[src/rtl/config_pkg.sv]
// Shared opcode definitions and helpers for the configuration byte protocol.
// Imported by both this encoder and the far-end decoder.
package config_pkg;

  localparam logic [7:0] OP_EXT_COUNTER_RX  = 8'hF8;
  localparam logic [7:0] OP_EXT_COUNTER_TX  = 8'hF9;
  localparam logic [7:0] OP_OSC_FREQ        = 8'hFA;
  localparam logic [7:0] OP_ARTHUR          = 8'hFB;
  localparam logic [7:0] OP_CLR_EXT_FLAG_RX = 8'hFC;
  localparam logic [7:0] OP_CLR_EXT_FLAG_TX = 8'hFD;

  typedef enum logic [2:0] {
    ST_IDLE,
    ST_LEAD,
    ST_SEND,
    ST_GAP,
    ST_TRAIL
  } tx_state_t;

  typedef struct packed {
    logic       ok;
    logic [1:0] len;
  } op_info_t;

  function automatic op_info_t op_info(input logic [7:0] op);
    op_info_t info;
    info = '{ok: 1'b0, len: 2'd0};
    case (op)
      OP_EXT_COUNTER_RX, OP_EXT_COUNTER_TX: info = '{ok: 1'b1, len: 2'd2};
      OP_OSC_FREQ, OP_ARTHUR:               info = '{ok: 1'b1, len: 2'd1};
      OP_CLR_EXT_FLAG_RX, OP_CLR_EXT_FLAG_TX: info = '{ok: 1'b1, len: 2'd0};
      default:                              info = '{ok: 1'b0, len: 2'd0};
    endcase
    return info;
  endfunction

  // Byte idx of a frame: opcode, then payload MSB first.
  function automatic logic [7:0] frame_byte(input logic [7:0]  op,
                                            input logic [15:0] payload,
                                            input logic [1:0]  len,
                                            input logic [1:0]  idx);
    logic [7:0] b;
    b = op;
    if (idx == 2'd1)
      b = (len == 2'd2) ? payload[15:8] : payload[7:0];
    else if (idx == 2'd2)
      b = payload[7:0];
    return b;
  endfunction

endpackage

[src/rtl/config_tx.sv]
// Host-side serialiser: turns one command into a framed byte stream
// (opcode, then payload MSB first) with lead/gap/trail spacing for the decoder.
//
// state | meaning
// IDLE  | waiting for a command, cmd_ready high
// LEAD  | o_CONFIG high, letting the far-end synchroniser settle
// SEND  | byte presented, waiting for spi_tx_ready
// GAP   | valid low between bytes so each byte gets a fresh edge
// TRAIL | o_CONFIG held after the last byte
module config_tx
  import config_pkg::*;
#(
  parameter int LEAD_CYC  = 4,
  parameter int GAP_CYC   = 2,
  parameter int TRAIL_CYC = 2
) (
  input  logic        clk,
  input  logic        rst,
  input  logic        cmd_valid,
  output logic        cmd_ready,
  input  logic [7:0]  cmd_opcode,
  input  logic [15:0] cmd_payload,
  output logic [7:0]  spi_tx_data,
  output logic        spi_tx_valid,
  input  logic        spi_tx_ready,
  output logic        o_CONFIG,
  output logic        busy,
  output logic        cmd_err
);

  localparam logic [7:0] LEAD_LOAD  = 8'(LEAD_CYC - 1);
  localparam logic [7:0] GAP_LOAD   = 8'(GAP_CYC - 1);
  localparam logic [7:0] TRAIL_LOAD = 8'(TRAIL_CYC - 1);

  tx_state_t   state_q, state_d;
  logic [7:0]  cnt_q, cnt_d;
  logic [1:0]  idx_q, idx_d;
  logic [1:0]  len_q, len_d;
  logic [7:0]  op_q, op_d;
  logic [15:0] pay_q, pay_d;
  logic [7:0]  data_q, data_d;
  logic        err_q, err_d;
  op_info_t    info;

  always_ff @(posedge clk) begin
    if (!rst) begin
      state_q <= ST_IDLE;
      cnt_q   <= 8'd0;
      idx_q   <= 2'd0;
      len_q   <= 2'd0;
      op_q    <= 8'd0;
      pay_q   <= 16'd0;
      data_q  <= 8'd0;
      err_q   <= 1'b0;
    end else begin
      state_q <= state_d;
      cnt_q   <= cnt_d;
      idx_q   <= idx_d;
      len_q   <= len_d;
      op_q    <= op_d;
      pay_q   <= pay_d;
      data_q  <= data_d;
      err_q   <= err_d;
    end
  end

  always_comb begin
    state_d = state_q;
    cnt_d   = cnt_q;
    idx_d   = idx_q;
    len_d   = len_q;
    op_d    = op_q;
    pay_d   = pay_q;
    data_d  = data_q;
    err_d   = 1'b0;
    info    = op_info(cmd_opcode);

    case (state_q)
      ST_IDLE: begin
        if (cmd_valid) begin
          if (info.ok) begin
            op_d    = cmd_opcode;
            pay_d   = cmd_payload;
            len_d   = info.len;
            idx_d   = 2'd0;
            cnt_d   = LEAD_LOAD;
            state_d = ST_LEAD;
          end else begin
            err_d = 1'b1;
          end
        end
      end
      ST_LEAD: begin
        if (cnt_q == 8'd0) begin
          data_d  = frame_byte(op_q, pay_q, len_q, idx_q);
          state_d = ST_SEND;
        end else begin
          cnt_d = cnt_q - 8'd1;
        end
      end
      ST_SEND: begin
        if (spi_tx_ready) begin
          idx_d = idx_q + 2'd1;
          if (idx_q == len_q) begin
            cnt_d   = TRAIL_LOAD;
            state_d = ST_TRAIL;
          end else begin
            cnt_d   = GAP_LOAD;
            state_d = ST_GAP;
          end
        end
      end
      ST_GAP: begin
        if (cnt_q == 8'd0) begin
          data_d  = frame_byte(op_q, pay_q, len_q, idx_q);
          state_d = ST_SEND;
        end else begin
          cnt_d = cnt_q - 8'd1;
        end
      end
      ST_TRAIL: begin
        if (cnt_q == 8'd0)
          state_d = ST_IDLE;
        else
          cnt_d = cnt_q - 8'd1;
      end
      default: state_d = ST_IDLE;
    endcase
  end

  // cmd_ready also gated by rst so nothing is accepted while held in reset.
  assign cmd_ready    = rst && (state_q == ST_IDLE);
  assign busy         = (state_q != ST_IDLE);
  assign o_CONFIG     = (state_q != ST_IDLE);
  assign spi_tx_valid = (state_q == ST_SEND);
  assign spi_tx_data  = data_q;
  assign cmd_err      = err_q;

endmodule

[config.mk]
export PLATFORM = sky130hd
export DESIGN_NAME = config_tx
export DESIGN_NICKNAME = d
export VERILOG_FILES = /design/src/rtl/config_pkg.sv /design/src/rtl/config_tx.sv
export SDC_FILE = /design/constraint.sdc
export NUM_CORES = 1
export LEC_CHECK = 0
export CAP_MARGIN = 20
export CORE_UTILIZATION = 42
export CTS_BUF_LIST = sky130_fd_sc_hd__clkbuf_2 sky130_fd_sc_hd__clkbuf_4 sky130_fd_sc_hd__clkbuf_8
export DETAILED_ROUTE_END_ITERATION = 7
export DONT_BUFFER_PORTS = 1
export GPL_ROUTABILITY_DRIVEN = 0
export SLEW_MARGIN = 5
export SYNTH_ARGS = -nofsm -noshare
export SYNTH_HDL_FRONTEND = slang
export SYNTH_SLANG_ARGS = --single-unit
export TNS_END_PERCENT = 20
[constraint.sdc]
create_clock -name clk -period 3.6 [get_ports clk]
set_clock_uncertainty 0.05 [all_clocks]
set_input_delay 0.72 -clock clk [delete_from_list [all_inputs] [get_ports clk]]
set_output_delay 0.72 -clock clk [all_outputs]
set_load 0.02 [all_outputs]
After elaboration in Yosys (flattened, before gate mapping)
Index checks and enable logic that the tools add are counted.
{"block": "word_totals", "out_inout_bits": 13, "input_bits": 28, "register_bits": 48}
{"block": "classes", "muxes": 21, "n_eq_ne": 20, "reduce_logical": 17, "n_addsub": 2}
{"operator": "2-to-1 mux 8 bit", "n": 7}
{"operator": "== test 8 bit, second input constant", "n": 6}
{"operator": "case mux 8 bit (3 select lines)", "n": 1}
{"operator": "2-to-1 mux 3 bit", "n": 6}
{"operator": "case mux 3 bit (4 select lines)", "n": 1}
{"operator": "AND reduction 5 bit", "n": 2}
{"operator": "case mux 3 bit (3 select lines)", "n": 1}
{"operator": "logical NOT 8 bit", "n": 1}
{"operator": "!= test 2 bit, second input constant", "n": 4}
{"operator": "OR reduction 2 bit", "n": 4}
{"operator": "subtractor 8 x 1 -> 8 bit, second input constant", "n": 1}
{"operator": "== test 3 x 2 -> 1 bit, second input constant", "n": 2}
{"operator": "2-to-1 mux 2 bit", "n": 3}
{"operator": "AND reduction 3 bit", "n": 2}
{"operator": "nonzero test 3 bit", "n": 2}
{"operator": "== test 2 bit, second input constant", "n": 2}
{"operator": "!= test 2 x 1 -> 1 bit, second input constant", "n": 2}
{"operator": "case mux 2 bit (2 select lines)", "n": 1}
{"operator": "AND reduction 4 bit", "n": 1}
{"operator": "== test 3 x 1 -> 1 bit, second input constant", "n": 1}
{"operator": "== test 3 bit, second input constant", "n": 1}
{"operator": "logical NOT 3 bit", "n": 1}
{"operator": "OR reduction 3 bit", "n": 1}
{"operator": "adder 2 x 1 -> 2 bit, second input constant", "n": 1}
{"operator": "6 further kinds", "n": 6}

Logic depth before layout (Yosys ltp)
{"block": "logic_depth", "depth_word": 6, "ltp_mapped": 8, "ltp_nobuf": 7}

Least setup slack after synthesis
No wires, ideal clock.
{"block": "synth_timing", "kind": "in2out", "start": "in rst", "end": "out cmd_ready", "arrival_ps": 1427, "path_buffers": 1, "path_slack_ps": 1403, "required_time_ps": 2830, "path_stages": 3, "cell_sequence": "clkbuf_1 > inv_2 > nor2_1"}
{"block": "synth_via", "elab_chain_len": 1}
{"element": "start: declaration", "line_no": "config_tx.sv:18", "source": "input logic rst,"}
{"element": "logical AND 1 bit", "line_no": "config_tx.sv:132", "source": "assign cmd_ready = rst && (state_q == ST_IDLE);"}
{"element": "end: declaration", "line_no": "config_tx.sv:20", "source": "output logic cmd_ready,"}
No other way between the ends.

Final worst setup path
{"block": "layout_timing", "start": "reg state_q[0]", "end": "out cmd_ready"}
{"block": "layout_via", "elab_chain_len": 2}
{"element": "start: declaration", "line_no": "config_tx.sv:35", "source": "tx_state_t state_q, state_d;"}
{"element": "start signal: assignment", "line_no": "config_tx.sv:56", "source": "state_q <= state_d;"}
{"element": "logical NOT 3 bit", "line_no": "config_tx.sv:132"}
{"element": "logical AND 1 bit", "line_no": "config_tx.sv:132"}
No other way between the ends.

==> impl_metrics.csv <==
group,metric,value,unit
placement,hpwlAfterDp,3.206,mm
die,rows,26,
setup_path,cp.arrival,1.76,ns
synthesis,yosysSeqAreaShare,43.54,%
cts,root_buffer,"clkbuf_8",
cts,path_clk_slew,0.09,ns
grt,antenna_found_initial,0,
synthesis,synth_compound_area_share,19.22,%
cells_and_area,diodes,0,
synthesis,synth_area_leaders,"dfxtp_1 44%, nand2_1 10%, a21oi_1 8.2%",
cts,cts_resized,0,
cts,clock_path_buffers,2,
sta,rsz0062_at_grt,"no",
setup_path,ff2ff_path_depth,5,
routing,wl,4.588,mm
grt,grt_max_degree,37,
pwr,leakage,0.8318,nW
routing,wl_per_cell,13.53,um
cells_and_area,final_cells,339,
hold_path,hold_path_class,"flop to flop",
synthesis,synth-simple-area-share,27.83,%
pwr,switching_share,24.08,%
cells_and_area,drive_above_1_share,8.922,%
pwr,powerDensity,405.5,mW/mm^2
routing,drt_first_pass_iters,4,
synthesis,ys_types,48,
setup_path,cp_common_cell,"nor2_1",
run,cap_violations,0,
synthesis,synth_fa_ha_area_share,2.268,%
cts,cts_tree,"yes",
synthesis,postSynthAreaPerCell,8.085,um^2
sta,hold_viol_final,0,
cells_and_area,fillers,542,
setup_path,critPathKind,"flop to output port",
grt,track_usage,17.93,%
sta,final_max_slew_viol_count,0,
outcome,status,"completed",
synthesis,synth-async-reset-ratio,0,%
setup_path,max_stage_delay,0.41,ns
sta,finalCritPeriodShare,70.36,%
cells_and_area,layout_commonest_cell,"nand2_1",
pwr,p_total,0.0009514,W
hold_path,hold_path_end,"pay_q[9]$_SDFFE_PN0P_",
synthesis,synth_top_family_by_area,"simple AND/OR/NAND/NOR gates",
placement,dp_cells,331,
setup_path,required,2.83,ns
synthesis,synthCells,273,
routing,drtIter0Drc,138,
setup_path,worstPathCellList,"or2_2 -> nor2_1 -> inv_1 -> nor2_1",
cells_and_area,final_cell_mix,"59 x nand2_1, 48 x dfxtp_1, 36 x a21oi_1",
synthesis,syn-cell-area,0.002207,mm^2
cts,postCtsHoldBufs,0,
setup_path,cp_max_fo,12,
pwr,combPwrFrac,7.3,%
pwr,p_sw,0.0002291,W
grt,gr-total-overflow,0,
die,die_w,74.49,um
routing,drcViolationCount,0,
pwr,internal_power,0.0007223,W
sta,fmax,394.8,MHz
setup_path,timing.rr.end,"spi_tx_data[6]$_SDFFE_PN0P_",
setup_path,cp-end-kind,"output port",
sta,maxSlewHeadroom,64.52,%
setup_path,reg2reg_slack,1.51,ns
sta,setup_viol,0,
die,design.core.area,0.005075,mm^2
placement,port_buffers,0,
cells_and_area,synthToLayoutAreaGrowth,6.293,%
pwr,ir_drop,0.0002162,V
setup_path,rr_startpoint,"cnt_q[2]$_SDFFE_PN0P_",
pwr,clkPwrFrac,35.4,%
die,pin_count,41,
routing,ant_nets,0,
cts,cts_sinks,48,
cts,clk_latency,0.30,ns
synthesis,synthMuxAreaShare,1.871,%
synthesis,synth_top_area_share,43.54,%
hold_path,holdPathStages,2,
sta,tns,0,ns
die,die_h,74.49,um
setup_path,path_delay_family,"simple AND/OR/NAND/NOR gates",
cts,numCtsBuffers,5,
die,floorplan.initialDensity,43.49,%
hold_path,holdCritStartpoint,"pay_q[9]$_SDFFE_PN0P_",
sta,tightest_slew,0.5266,ns
setup_path,crit_buf_inv,1,
synthesis,yosysWarnings,0,
cells_and_area,final_util,46.23,%
synthesis,synth_edf_count,0,
synthesis,synth_top_area_cell,"dfxtp_1",
synthesis,ys_seq_elements,48,
setup_path,cp_slowest_cell,"dfxtp_1",
cells_and_area,layout.nets,300,
sta,finalCriticalPeriod,2.533,ns
die,dieArea,0.005549,mm^2
routing,vias,1819,
cts,h-tree-depth,2,
setup_path,crit_cells,4,
synthesis,synth_xor_area_share,1.190,%
routing,viasPerCell,5.366,
synthesis,syn-num-nets,305,
synthesis,ys.flop_type,"dfxtp_1",
grt,grt_pass1_wl,7.555,mm
grt,first_global_vias,1688,
pwr,seqPwrFrac,57.3,%
cts,post_cts_buffers,0,
setup_path,crit_path_start_kind,"flop",
[area by class of cell]
type                       instances  area, um^2  area share [%]
timing repair buffer               3       22.52          0.9600
multi-input combinational        204        1156           49.28
sequential                        48       960.9           40.96
clock inverter                     2       13.76          0.5867
tap                               70       87.58           3.733
inverter                           6       22.52          0.9600
clock buffer                       6       82.58           3.520
[synth_stat cells, types with 4 or more instances]
cell type and number:
clkbuf_1 13, o21ai_0 6, nor2_1 19, nand2_1 59, ha_1 4, or3_1 11
nor4_1 4, dfxtp_1 48, nand2b_1 4, inv_1 5, a21oi_1 36, o21a_1 6
o22ai_1 9
[tightest hold or removal path: cells and delay by family (launching register included)]
family | cells | cell delay [ns]
AO/OA/AOI/OAI | 1 | 0.05
AND/OR/NAND/NOR | 1 | 0.05
flip-flops | 1 | 0.32
[per-stage QoR]
step	hold WS, ns	worst slack (ns)	cell area, um^2
floorplan	0.3864	1.403	2207
global placement	0.3943	1.416	2250
detailed placement	0.3981	1.398	2250
CTS	0.4113	1.054	2346
global route	0.4271	0.9449	2346
finish	0.4071	1.067	2346
[power groups by stage]
| stage | clock network, W | logic (W) | registers, W |
|---|---|---|---|
| after floorplan | 0 | 0.0000609 | 0.000555 |
| after global placement | 0 | 0.0000688 | 0.000558 |
| after detailed placement | 0 | 0.0000696 | 0.000558 |
| after CTS | 0.000348 | 0.0000699 | 0.000545 |
| after global routing | 0.000374 | 0.0000766 | 0.000547 |
| final | 0.000336 | 0.0000697 | 0.000545 |
[cell families (layout without fill, tap and decap cells)]
group | count (synthesis) | after routing
and+or+nand+nor | 124 | 124
AOI/OAI and AO/OA | 69 | 69
DFF | 48 | 48
buffers and inverters | 21 | 17
adders and majority gates | 4 | 4
muxes | 4 | 4
xor gates and xnor gates | 3 | 3
[how the worst max path moves through the flow]
stage / from / end / slack, ns
final: state_q[0]$_SDFFE_PN0P_ / cmd_ready / 1.07
after global routing: state_q[0]$_SDFFE_PN0P_ / cmd_ready / 0.94
after CTS: state_q[0]$_SDFFE_PN0P_ / cmd_ready / 1.05
after detailed placement: state_q[0]$_SDFFE_PN0P_ / cmd_ready / 1.40
after global placement: state_q[0]$_SDFFE_PN0P_ / cmd_ready / 1.42
after floorplan: rst / cmd_ready / 1.40
[sequential cells by signal (all words and copies together), names as in the netlist]
name and flops:
cmd_err 1, spi_tx_data 8, state_q 3, idx_q 2, pay_q 16, len_q 2, cnt_q 8, op_q 8
[per-layer routing]
layer	track usage (%)	up-vias	share of wire, %
met5	0	-	0
met4	5.870	0	1.3
met3	5.149	7	4.8
met2	30.13	32	46
met1	22.08	844	48
li1	-	936	-
No activity file was read; power rests on OpenSTA's default activity.
